===== src/rtl/nibble_serial_adder_ctrl_if.sv =====
// Handshake and operand/result bundle for the nibble-serial adder sequencer.
// The master side requests operations; the slave side is the sequencer itself.
interface nibble_serial_adder_ctrl_if #(
    parameter int NIBBLES = 4
);
    localparam int WIDTH = 4 * NIBBLES;

    logic             start;
    logic             op_sub;
    logic [WIDTH-1:0] a;
    logic [WIDTH-1:0] b;
    logic             ready;
    logic             done;
    logic [WIDTH-1:0] result;
    logic             c_out;
    logic             overflow;

    modport master (
        output start, op_sub, a, b,
        input  ready, done, result, c_out, overflow
    );

    modport slave (
        input  start, op_sub, a, b,
        output ready, done, result, c_out, overflow
    );
endinterface


===== src/rtl/nibble_serial_adder_ctrl.sv =====
// Nibble-serial add/subtract sequencer. One 4-bit ripple-carry slice is reused
// once per clock, LSB nibble first; the inter-nibble carry lives in a flop and
// the operands sit in right-shifting registers. Subtraction is a + ~b + 1.

// Plain 4-bit ripple-carry slice exposing the carry out of every bit position.
module nibble_add_slice (
    input  logic [3:0] i_a,
    input  logic [3:0] i_b,
    input  logic       i_cin,
    output logic [3:0] o_sum,
    output logic [3:0] o_carry
);
    logic [4:0] w_c;

    assign w_c[0] = i_cin;

    for (genvar g = 0; g < 4; g++) begin : g_fa
        assign o_sum[g]   = i_a[g] ^ i_b[g] ^ w_c[g];
        assign w_c[g + 1] = (i_a[g] & i_b[g]) | (w_c[g] & (i_a[g] ^ i_b[g]));
    end

    assign o_carry = w_c[4:1];
endmodule

module nibble_serial_adder_ctrl #(
    parameter int NIBBLES = 4
) (
    input  logic                        clk,
    input  logic                        reset,
    nibble_serial_adder_ctrl_if.slave   bus
);
    localparam int WIDTH = 4 * NIBBLES;
    localparam int CW    = (NIBBLES > 1) ? $clog2(NIBBLES) : 1;

    typedef enum logic [1:0] {
        S_IDLE = 2'd0,
        S_RUN  = 2'd1,
        S_DONE = 2'd2
    } state_t;

    state_t           r_state;
    state_t           w_next_state;
    logic             w_accept;
    logic             w_last;

    logic [WIDTH-1:0] r_a_sh;
    logic [WIDTH-1:0] r_b_sh;
    logic             r_carry;
    logic [CW-1:0]    r_cnt;
    logic [WIDTH-1:0] r_result;
    logic             r_c_out;
    logic             r_overflow;
    logic             r_ready;
    logic             r_done;

    logic [3:0]       w_sum;
    logic [3:0]       w_slice_carry;
    logic [1:0]       w_unused_carry_lo;

    nibble_add_slice u_slice (
        .i_a     (r_a_sh[3:0]),
        .i_b     (r_b_sh[3:0]),
        .i_cin   (r_carry),
        .o_sum   (w_sum),
        .o_carry (w_slice_carry)
    );

    // Only the top two bit carries matter: bit 3 is the carry chain, bit 2 feeds overflow.
    assign w_unused_carry_lo = w_slice_carry[1:0];

    assign w_last = (r_cnt == CW'(NIBBLES - 1));

    // Next-state decode and accept qualification (accept only while ready).
    always_comb begin
        w_next_state = r_state;
        w_accept     = 1'b0;
        case (r_state)
            S_IDLE: begin
                if (bus.start) begin
                    w_accept     = 1'b1;
                    w_next_state = S_RUN;
                end else begin
                    w_next_state = S_IDLE;
                end
            end
            S_RUN: begin
                if (w_last) begin
                    w_next_state = S_DONE;
                end else begin
                    w_next_state = S_RUN;
                end
            end
            S_DONE: begin
                if (bus.start) begin
                    w_accept     = 1'b1;
                    w_next_state = S_RUN;
                end else begin
                    w_next_state = S_IDLE;
                end
            end
            default: begin
                w_next_state = S_IDLE;
            end
        endcase
    end

    // State register.
    always_ff @(posedge clk) begin
        if (reset) begin
            r_state <= S_IDLE;
        end else begin
            r_state <= w_next_state;
        end
    end

    // Handshake outputs registered from the next state so they are glitch-free.
    always_ff @(posedge clk) begin
        if (reset) begin
            r_ready <= 1'b1;
            r_done  <= 1'b0;
        end else begin
            r_ready <= (w_next_state != S_RUN);
            r_done  <= (w_next_state == S_DONE);
        end
    end

    // Operand shift registers, carry flop, nibble counter and result/flags.
    always_ff @(posedge clk) begin
        if (reset) begin
            r_a_sh     <= {WIDTH{1'b0}};
            r_b_sh     <= {WIDTH{1'b0}};
            r_carry    <= 1'b0;
            r_cnt      <= {CW{1'b0}};
            r_result   <= {WIDTH{1'b0}};
            r_c_out    <= 1'b0;
            r_overflow <= 1'b0;
        end else if (w_accept) begin
            r_a_sh   <= bus.a;
            r_b_sh   <= bus.op_sub ? ~bus.b : bus.b;
            r_carry  <= bus.op_sub;
            r_cnt    <= {CW{1'b0}};
            r_result <= {WIDTH{1'b0}};
        end else if (r_state == S_RUN) begin
            r_carry  <= w_slice_carry[3];
            r_result <= {w_sum, r_result[WIDTH-1:4]};
            r_a_sh   <= {4'b0000, r_a_sh[WIDTH-1:4]};
            r_b_sh   <= {4'b0000, r_b_sh[WIDTH-1:4]};
            r_cnt    <= r_cnt + CW'(1);
            if (w_last) begin
                r_c_out    <= w_slice_carry[3];
                r_overflow <= w_slice_carry[2] ^ w_slice_carry[3];
            end
        end
    end

    assign bus.ready    = r_ready;
    assign bus.done     = r_done;
    assign bus.result   = r_result;
    assign bus.c_out    = r_c_out;
    assign bus.overflow = r_overflow;
endmodule

===== src/flat_wrapper.sv =====
// flat-port wrapper written by rule: the top's interface ports become plain ports
module nibble_serial_adder_ctrl_flat 
#(
    parameter int NIBBLES = 4
)
  (clk, reset, bus_start, bus_op_sub, bus_a, bus_b, bus_ready, bus_done, bus_result, bus_c_out, bus_overflow);
  nibble_serial_adder_ctrl_if #(.NIBBLES(NIBBLES)) bus_i ();
  input  logic clk;
  input  logic reset;
  input wire logic [$bits(bus_i.start)-1:0] bus_start;
  input wire logic [$bits(bus_i.op_sub)-1:0] bus_op_sub;
  input wire logic [$bits(bus_i.a)-1:0] bus_a;
  input wire logic [$bits(bus_i.b)-1:0] bus_b;
  output wire logic [$bits(bus_i.ready)-1:0] bus_ready;
  output wire logic [$bits(bus_i.done)-1:0] bus_done;
  output wire logic [$bits(bus_i.result)-1:0] bus_result;
  output wire logic [$bits(bus_i.c_out)-1:0] bus_c_out;
  output wire logic [$bits(bus_i.overflow)-1:0] bus_overflow;
  assign bus_i.start = bus_start;
  assign bus_i.op_sub = bus_op_sub;
  assign bus_i.a = bus_a;
  assign bus_i.b = bus_b;
  assign bus_ready = bus_i.ready;
  assign bus_done = bus_i.done;
  assign bus_result = bus_i.result;
  assign bus_c_out = bus_i.c_out;
  assign bus_overflow = bus_i.overflow;
  nibble_serial_adder_ctrl #(.NIBBLES(NIBBLES)) u_core (.clk(clk), .reset(reset), .bus(bus_i));
endmodule

===== config.mk =====
export PLATFORM = sky130hd
export DESIGN_NAME = nibble_serial_adder_ctrl_flat
export DESIGN_NICKNAME = d
export VERILOG_FILES = /design/src/rtl/nibble_serial_adder_ctrl_if.sv /design/src/rtl/nibble_serial_adder_ctrl.sv /design/src/flat_wrapper.sv
export SDC_FILE = /design/constraint.sdc
export NUM_CORES = 1
export LEC_CHECK = 0
export CORE_MARGIN = 8
export CORE_UTILIZATION = 30
export DETAILED_ROUTE_END_ITERATION = 7
export GPL_TIMING_DRIVEN = 0
export PLACE_DENSITY = 0.59
export SYNTH_ARGS = -nofsm -noshare
export SYNTH_HDL_FRONTEND = slang
export SYNTH_SLANG_ARGS = --single-unit

===== constraint.sdc =====
create_clock -name clk -period 2.61 [get_ports clk]
set_input_delay 0.522 -clock clk [delete_from_list [all_inputs] [get_ports clk]]
set_output_delay 0.522 -clock clk [all_outputs]
set_load 0.02 [all_outputs]

# Word-level counts from Yosys, hierarchy flattened
# Index checks and enable logic that the tools add are counted.
# W data, S select, Z words.
classes:
  eq_ne: 5
  bitwise: 23
  n_reduce_logical: 5
  n_addsub: 1
  muxes: 12
ops:
  columns: ["op", "n"]
  rows:
  - ["$mux W16", 5]
  - ["$not A16 Y16", 1]
  - ["$xor A1 B1 Y1", 9]
  - ["$and A1 B1 Y1", 8]
  - ["$eq A2 B2 Y1 const B", 3]
  - ["$mux W1", 5]
  - ["$or A1 B1 Y1", 4]
  - ["$pmux W2 S2", 1]
  - ["$reduce_or A2 Y1", 2]
  - ["$reduce_and A3 Y1", 1]
  - ["$add A2 B1 Y2 const B", 1]
  - ["$eq A2 B1 Y1 const B", 1]
  - ["$logic_not A2 Y1", 1]
  - ["$mux W2", 1]
  - ["$ne A2 B1 Y1 const B", 1]
  - ["$reduce_bool A2 Y1", 1]
  - ["$not A1 Y1", 1]
totals:
  output_inout_bits: 20
  register_bits: 57
  wordCells: 56

# Logic depth before layout (Yosys ltp)
# Gate-level depths: netlist of the first run.
depth:
  depth_word: 11
  mapped_depth: 10

# By module
# A second synthesis of the first run with hierarchy kept.
unflattened:
  hier_cells: 284
  area_unflattened_um2: 2529.9
by_module_without_submodules:
  columns: ["module", "area_per_inst_um2", "cells_per_inst", "instances"]
  rows:
  - ["nibble_serial_adder_ctrl", 2449.8, 280, 1]
  - ["nibble_add_slice", 80.1, 4, 1]

# Worst setup path after synthesis of the first run
# OpenSTA, ideal clock, no wires.
synth_timing:
  kind: "reg-to-reg"
  start: "register u_core.r_carry"
  end: "register u_core.r_result[15] (netlist: u_core.bus.result[15])"
  path_stages_with_launch: 9
  path_buffers: 0
  setup_ns: 0.086
  arrival_ns: 2.085
  path_slack_ns: 0.440
  cell_sequence: "dfxtp_1 fa_1 inv_1 fa_1 inv_1 fa_1 inv_1 fa_1 a211oi_1"
synth_via:
  elab_chain_cells: 7
synth_lines:
  columns: ["element", "line_no", "source"]
  rows:
  - ["start: declaration", "nibble_serial_adder_ctrl.sv:48", "logic r_carry;"]
  - ["start signal: assignment", "nibble_serial_adder_ctrl.sv:140", "r_carry <= bus.op_sub;"]
  - ["start signal: assignment", "nibble_serial_adder_ctrl.sv:144", "r_carry <= w_slice_carry[3];"]
  - ["$and A1 B1 Y1", "nibble_serial_adder_ctrl.sv:19", "assign w_c[g + 1] = (i_a[g] & i_b[g]) | (w_c[g] & (i_a[g] ^ i_b[g]));"]
  - ["$or A1 B1 Y1", "nibble_serial_adder_ctrl.sv:19", null]
  - ["$and A1 B1 Y1", "nibble_serial_adder_ctrl.sv:19", null]
  - ["$or A1 B1 Y1", "nibble_serial_adder_ctrl.sv:19", null]
  - ["$and A1 B1 Y1", "nibble_serial_adder_ctrl.sv:19", null]
  - ["$or A1 B1 Y1", "nibble_serial_adder_ctrl.sv:19", null]
  - ["$xor A1 B1 Y1", "nibble_serial_adder_ctrl.sv:18", "assign o_sum[g] = i_a[g] ^ i_b[g] ^ w_c[g];"]
  - ["end signal: assignment", "nibble_serial_adder_ctrl.sv:134", "r_result <= {WIDTH{1'b0}};"]
  - ["end signal: assignment", "nibble_serial_adder_ctrl.sv:142", "r_result <= {WIDTH{1'b0}};"]
  - ["end signal: assignment", "nibble_serial_adder_ctrl.sv:145", "r_result <= {w_sum, r_result[WIDTH-1:4]};"]
  - ["end: declaration", "nibble_serial_adder_ctrl.sv:50", "logic [WIDTH-1:0] r_result;"]
# Every way passes these cells.
# A chain may end at the register's enable or synchronous reset.

# Final worst setup path of the first run
# Same ends and word-level chain as after synthesis.

==> results of run 1 <==
cells in the mapped netlist (all sizes together):
| cell | number |
|---|---|
| a211oi | 2 |
| a311oi | 13 |
| and2b | 1 |
| ha | 1 |
| nor2b | 2 |
| a22oi | 12 |
| nand3b | 2 |
| nor2 | 17 |
| dfxtp | 57 |
| nand3 | 17 |
| o211ai | 1 |
| nand2b | 4 |
| xnor2 | 2 |
| o21ai | 1 |
| a21oi | 34 |
| inv | 7 |
| mux2i | 4 |
| xor2 | 16 |
| fa | 4 |
| buf | 23 |
| nand2 | 60 |
| clkbuf | 3 |
| nor3 | 4 |
power by group through the flow:
stage / logic (mW) / clock network [mW] / registers, mW
after CTS: 0.341 / 0.743 / 0.950
final: 0.335 / 0.722 / 0.950
after floorplan: 0.211 / 0 / 0.967
after global placement: 0.337 / 0 / 0.967
after global routing: 0.376 / 0.787 / 0.956
after detailed placement: 0.339 / 0 / 0.968
cell families (layout without fill, tap and decap cells):
group | count (synthesis) | in the layout | share of synthesized area, %
buffers and inverters | 33 | 103 | 8.04
flip-flops | 57 | 57 | 44.4
multiplexers | 4 | 4 | 1.56
AO/OA/AOI/OAI | 63 | 63 | 18.5
XOR/XNOR | 18 | 18 | 6.14
AND/OR/NAND/NOR | 107 | 107 | 17.8
adder cells (fa/ha/maj) | 5 | 5 | 3.60
area by class of cell:
class	count	area, um2	share of cell area (%)
buffer	26	180	5.28
clock inverter	3	15.0	0.440
clock buffer	13	159	4.65
multi-input combinational	197	1220	35.8
timing repair buffer	54	541	15.8
sequential	57	1140	33.4
tap	105	131	3.85
inverter	7	26.3	0.770
sequential cells by signal, summed over array words and instances, names as in the netlist:
register and cells:
u_core.bus.result 16, u_core.r_a_sh 16, u_core.r_b_sh 16, u_core.r_cnt 2
u_core.r_state 2, u_core.bus.c_out 1, u_core.bus.done 1, u_core.bus.overflow 1
u_core.bus.ready 1, u_core.r_carry 1
metrics by stage:
| stage | hold WS [ps] | setup WS [ps] | util, % |
|---|---|---|---|
| 2_1_floorplan | 438 | 440 | - |
| 3_3_place_gp | 442 | 370 | 39.2 |
| 3_5_place_dp | 447 | 300 | 39.2 |
| 4_1_cts | 456 | 281 | 41.3 |
| 5_1_grt | 472 | 176 | 41.3 |
| 6_report | 452 | 290 | 41.3 |
worst min-delay path: stages, from the launching register on:
cell and delay, ps:
dfxtp_1 310, nand2_1 50, a21oi_1 50
path summary, 6_finish.rpt:
path | startpoint | end | slack (ps) | cells after the start
setup / recovery | u_core.r_carry | u_core.bus.result[15] | 290 | 8
hold / removal | u_core.bus.result[0] | u_core.bus.result[0] | 450 | 2
setup reg to reg | u_core.r_carry | u_core.bus.result[15] | 290 | 8
hold reg to reg | u_core.bus.result[0] | u_core.bus.result[0] | 450 | 2
layer usage:
layer	track usage [%]	share of wire, %	vias to the layer above
met2	18.4	46	54
li1	-	-	1102
met1	14.0	45	975
met3	5.00	8.4	7
met5	0	0	-
met4	3.52	1.2	0
==> summary.txt, run 1 <==
CP Launch Type: register
Slowest cell on crit path: fa_1
H-Tree Depth: 3
First-pass DRT Iterations: 4
Total Routing Usage GR: 11.6%
critical path arrival: 2570 ps
Row Count: 33
placed cells: 446
RSZ-0062 raised after global routing: no
layout cells sized above 1: 14.0%
# fillers: 840
cell leakage power: 1.22 nW
placed inst area: 3240 um2
Mapped Cells: 287
CTS resizes: 0
drt total wl: 6360 um
Achievable Freq: 0.431 GHz
Core ar.: 8260 um2
Max Cap Violations: 0
total internal power: 1.47 mW
Pwr per Cell Area: 587 nW/um2
CTS tree: yes
CP dominant cell by count: fa_1
PortBufs: 54
n_diodes: 0
Detail Placement HPWL: 4760 um
synth unique cells: 28
total power: 2.01 mW
Remaining DRCs: 0
hold buffer count at CTS: 0
Clk pwr share: 36.0%
Post-CTS Repair Setup Buffers: 0
Final min period: 2320 ps
IO Pins: 56
CTS max path bufs: 2
Avg WL per Cell: 13.8 um
die area: 11800 um2
CP Capture Type: register
Area Overhead vs Synth: 32.9%
syn_area_per_cell: 8.95 um2
most frequent cells in the layout: nand2_1 (60), dfxtp_1 (57), clkdlybuf4s50_1 (54), a21oi_1 (33)
Die W: 109 um
crit path kind: register to register
VDD IR max: 0.225 mV
slew margin rel.: 57.8%
GPL Wtd Cong: 0.751
Post-DRT Antenna Nets: 0
Reg clk slew, reported paths: 60 ps
DR vias/cell: 4.63
drt first-iter violations: 82
setup TNS: 0 ps
Worst Hold Class: register to register
status: complete, no violations
NetSw: 0.534 mW
Starting Density: 31.1%
final instance area: 3410 um2
Final Setup Violations: 0
clock skew: 6.22 ps
share of the synthesized area in the top cell type: 44.4%
dominant cell type by area after synthesis: dfxtp_1
Slew Limit Fails: 0
Clk Latency, worst-skew pair: 340 ps
Comb power frac: 16.7%
largest net degree at the start of global routing: 11
Fin. Hold Viols: 0
Least-Margin Pin Slew: 633 ps
CTS root buffer: clkbuf_8
# clock sinks: 57
Overflow after GRT: 0
sequential element share of the synthesized area: 44.4%
cell breakdown of the critical path: fa_1 -> inv_1 -> fa_1 -> inv_1 -> fa_1 -> inv_1 -> fa_1 -> a211oi_1
Crit path buffers/inverters: 3
sequential power share: 47.3%
commonest non-fill, non-tap cell in the layout: nand2_1
total number of vias: 2138
CP Max Fanout: 2
Tcrit/Tclk final: 88.9%
Yosys reg bits: 57
Required @ worst endpoint: 2860 ps
post-route insts no fill: 462
Post-Syn Area: 2570 um2
max incr delay on CP: 460 ps
top post-synthesis cells by area: dfxtp_1 (44%), nand2_1 (8.8%), a21oi_1 (6.4%)
Die H: 109 um
synth warn: 0
number of global-route vias before repair: 2207
final net count: 393
CP delay by family, top: adder cells
TritonCTS buffer count: 9
Sw Share: 26.6%
initial antenna violation count: 0
first-pass GRT wire length: 10800 um
Synthesized Nets: 328
(Power assumes the default switching activity.)
==> inputs of run 2 (changes only) <==
--- a/config.mk
+++ b/config.mk
@@ -8,8 +8,9 @@
 export CORE_MARGIN = 8
 export CORE_UTILIZATION = 30
 export DETAILED_ROUTE_END_ITERATION = 7
+export DONT_BUFFER_PORTS = 1
 export GPL_TIMING_DRIVEN = 0
-export PLACE_DENSITY = 0.59
+export PLACE_DENSITY = 0.51
 export SYNTH_ARGS = -nofsm -noshare
 export SYNTH_HDL_FRONTEND = slang
 export SYNTH_SLANG_ARGS = --single-unit
==> run 2 against run 1 <==
Core utilization fell by 5.9 points. Via count down 7.7%. Combinational power decreased by 21%. Clock power up 30%. Highest routed layer unchanged. Global-route usage shrank 0.34 points. Fmax grew 2.0%. Critical path type unchanged. Clock skew about the same. Cell area down 14%. Flip-flop and latch count did not move. Largest power group unchanged.
==> summary.txt, run 2 (synthesized netlist as in run 1, its figures left out) <==
drt total wl: 6410 um
# clock sinks: 57
cell leakage power: 1.05 nW
Fin. Hold Viols: 0
max incr delay on CP: 460 ps
n_diodes: 0
Overflow after GRT: 0
CP Launch Type: register
GPL Wtd Cong: 0.737
Reg clk slew, reported paths: 70 ps
Least-Margin Pin Slew: 635 ps
clock skew: 5.86 ps
Die W: 109 um
Crit path buffers/inverters: 3
CTS resizes: 0
Die H: 109 um
status: complete, no violations
RSZ-0062 raised after global routing: no
most frequent cells in the layout: nand2_1 (60), dfxtp_1 (57), a21oi_1 (33), nor2_1 (17), nand3_1 (17)
H-Tree Depth: 3
total number of vias: 1973
drt first-iter violations: 81
Avg WL per Cell: 15.7 um
CP delay by family, top: adder cells
Post-CTS Repair Setup Buffers: 0
Remaining DRCs: 0
First-pass DRT Iterations: 4
Required @ worst endpoint: 2870 ps
slew margin rel.: 57.7%
VDD IR max: 0.270 mV
Max Cap Violations: 0
Sequential cell area: 1140 um2
DR vias/cell: 4.84
final instance area: 2930 um2
layout cells sized above 1: 17.2%
commonest non-fill, non-tap cell in the layout: nand2_1
Slowest cell on crit path: fa_1
Row Count: 33
Area Overhead vs Synth: 14.0%
Achievable Freq: 0.439 GHz
final net count: 339
Pwr per Cell Area: 738 nW/um2
CP dominant cell by count: fa_1
Post-DRT Antenna Nets: 0
Starting Density: 31.1%
CTS tree: yes
cell breakdown of the critical path: fa_1 -> inv_1 -> fa_1 -> inv_1 -> fa_1 -> inv_1 -> fa_1 -> a211oi_1
footprint of the multi-input gates: 1220 um2
Detail Placement HPWL: 4630 um
CP Capture Type: register
Clk Latency, worst-skew pair: 340 ps
worst hold margin: 380 ps
crit path kind: register to register
Slew Limit Fails: 0
TritonCTS buffer count: 9
critical path arrival: 2530 ps
# fillers: 901
Core ar.: 8260 um2
IO Pins: 56
hold buffer count at CTS: 0
die area: 11800 um2
setup TNS: 0 ps
Final Setup Violations: 0
Final min period: 2280 ps
placed inst area: 2700 um2
first-pass GRT wire length: 10100 um
CTS root buffer: clkbuf_8
CTS max path bufs: 2
Worst Hold Class: input port to register
largest net degree at the start of global routing: 11
CP Max Fanout: 2
number of global-route vias before repair: 2015
PortBufs: 0
Tcrit/Tclk final: 87.2%
initial antenna violation count: 0
Total Routing Usage GR: 11.3%
-- run 2: area by class of cell --
| cell class | instances | share of cell area [%] |
|---|---|---|
| flip-flops and latches | 57 | 39.0 |
| clock inverters | 5 | 2.65 |
| multi-input cells | 197 | 41.7 |
| inverters | 7 | 0.897 |
| clock buffers | 11 | 5.17 |
| well taps | 105 | 4.49 |
| plain buffers | 26 | 6.15 |
-- run 2: report_power, final --
group,internal (mW),leakage (nW),switching (mW),total (mW)
Combinational,0.108,0.464,0.157,0.265
Sequential,0.920,0.466,0.0384,0.958
Clock,0.586,0.115,0.354,0.940
-- run 2: worst paths after layout --
kind | startpoint | endpoint | slack, ps | cells past startpoint
worst max-delay path | u_core.r_carry | u_core.bus.result[15] | 330 | 8
worst min-delay path | bus_a[14] | u_core.r_a_sh[14] | 380 | 2
worst max register to register | u_core.r_carry | u_core.bus.result[15] | 330 | 8
worst min register to register | u_core.r_cnt[1] | u_core.r_cnt[1] | 460 | 2
-- run 2: through the flow --
stage / setup WS, ps / power (mW) / utilization (%) / cells
CTS: 329 / 2.19 / 35.5 / 408
finish: 334 / 2.16 / 35.5 / 408
detailed placement: 346 / 1.25 / 32.7 / 392
floorplan: 440 / 1.18 / - / 287
global placement: 359 / 1.25 / 32.7 / 392
global route: 142 / 2.26 / 35.5 / 408
-- run 2: per-layer routing --
layer / share of wire (%) / global-route usage, %
met5: 0 / 0
met4: 1.6 / 4.69
met3: 9.3 / 5.71
met2: 46 / 18.2
met1: 43 / 12.3
==> inputs of run 3 (changes only) <==
--- a/config.mk
+++ b/config.mk
@@ -7,6 +7,7 @@
 export LEC_CHECK = 0
 export CORE_MARGIN = 8
 export CORE_UTILIZATION = 30
+export CTS_CLUSTER_DIAMETER = 200
 export DETAILED_ROUTE_END_ITERATION = 7
 export DONT_BUFFER_PORTS = 1
 export GPL_TIMING_DRIVEN = 0
==> results of run 3 <==
No change in the layout: final DEF, timing and power equal those of run 2.
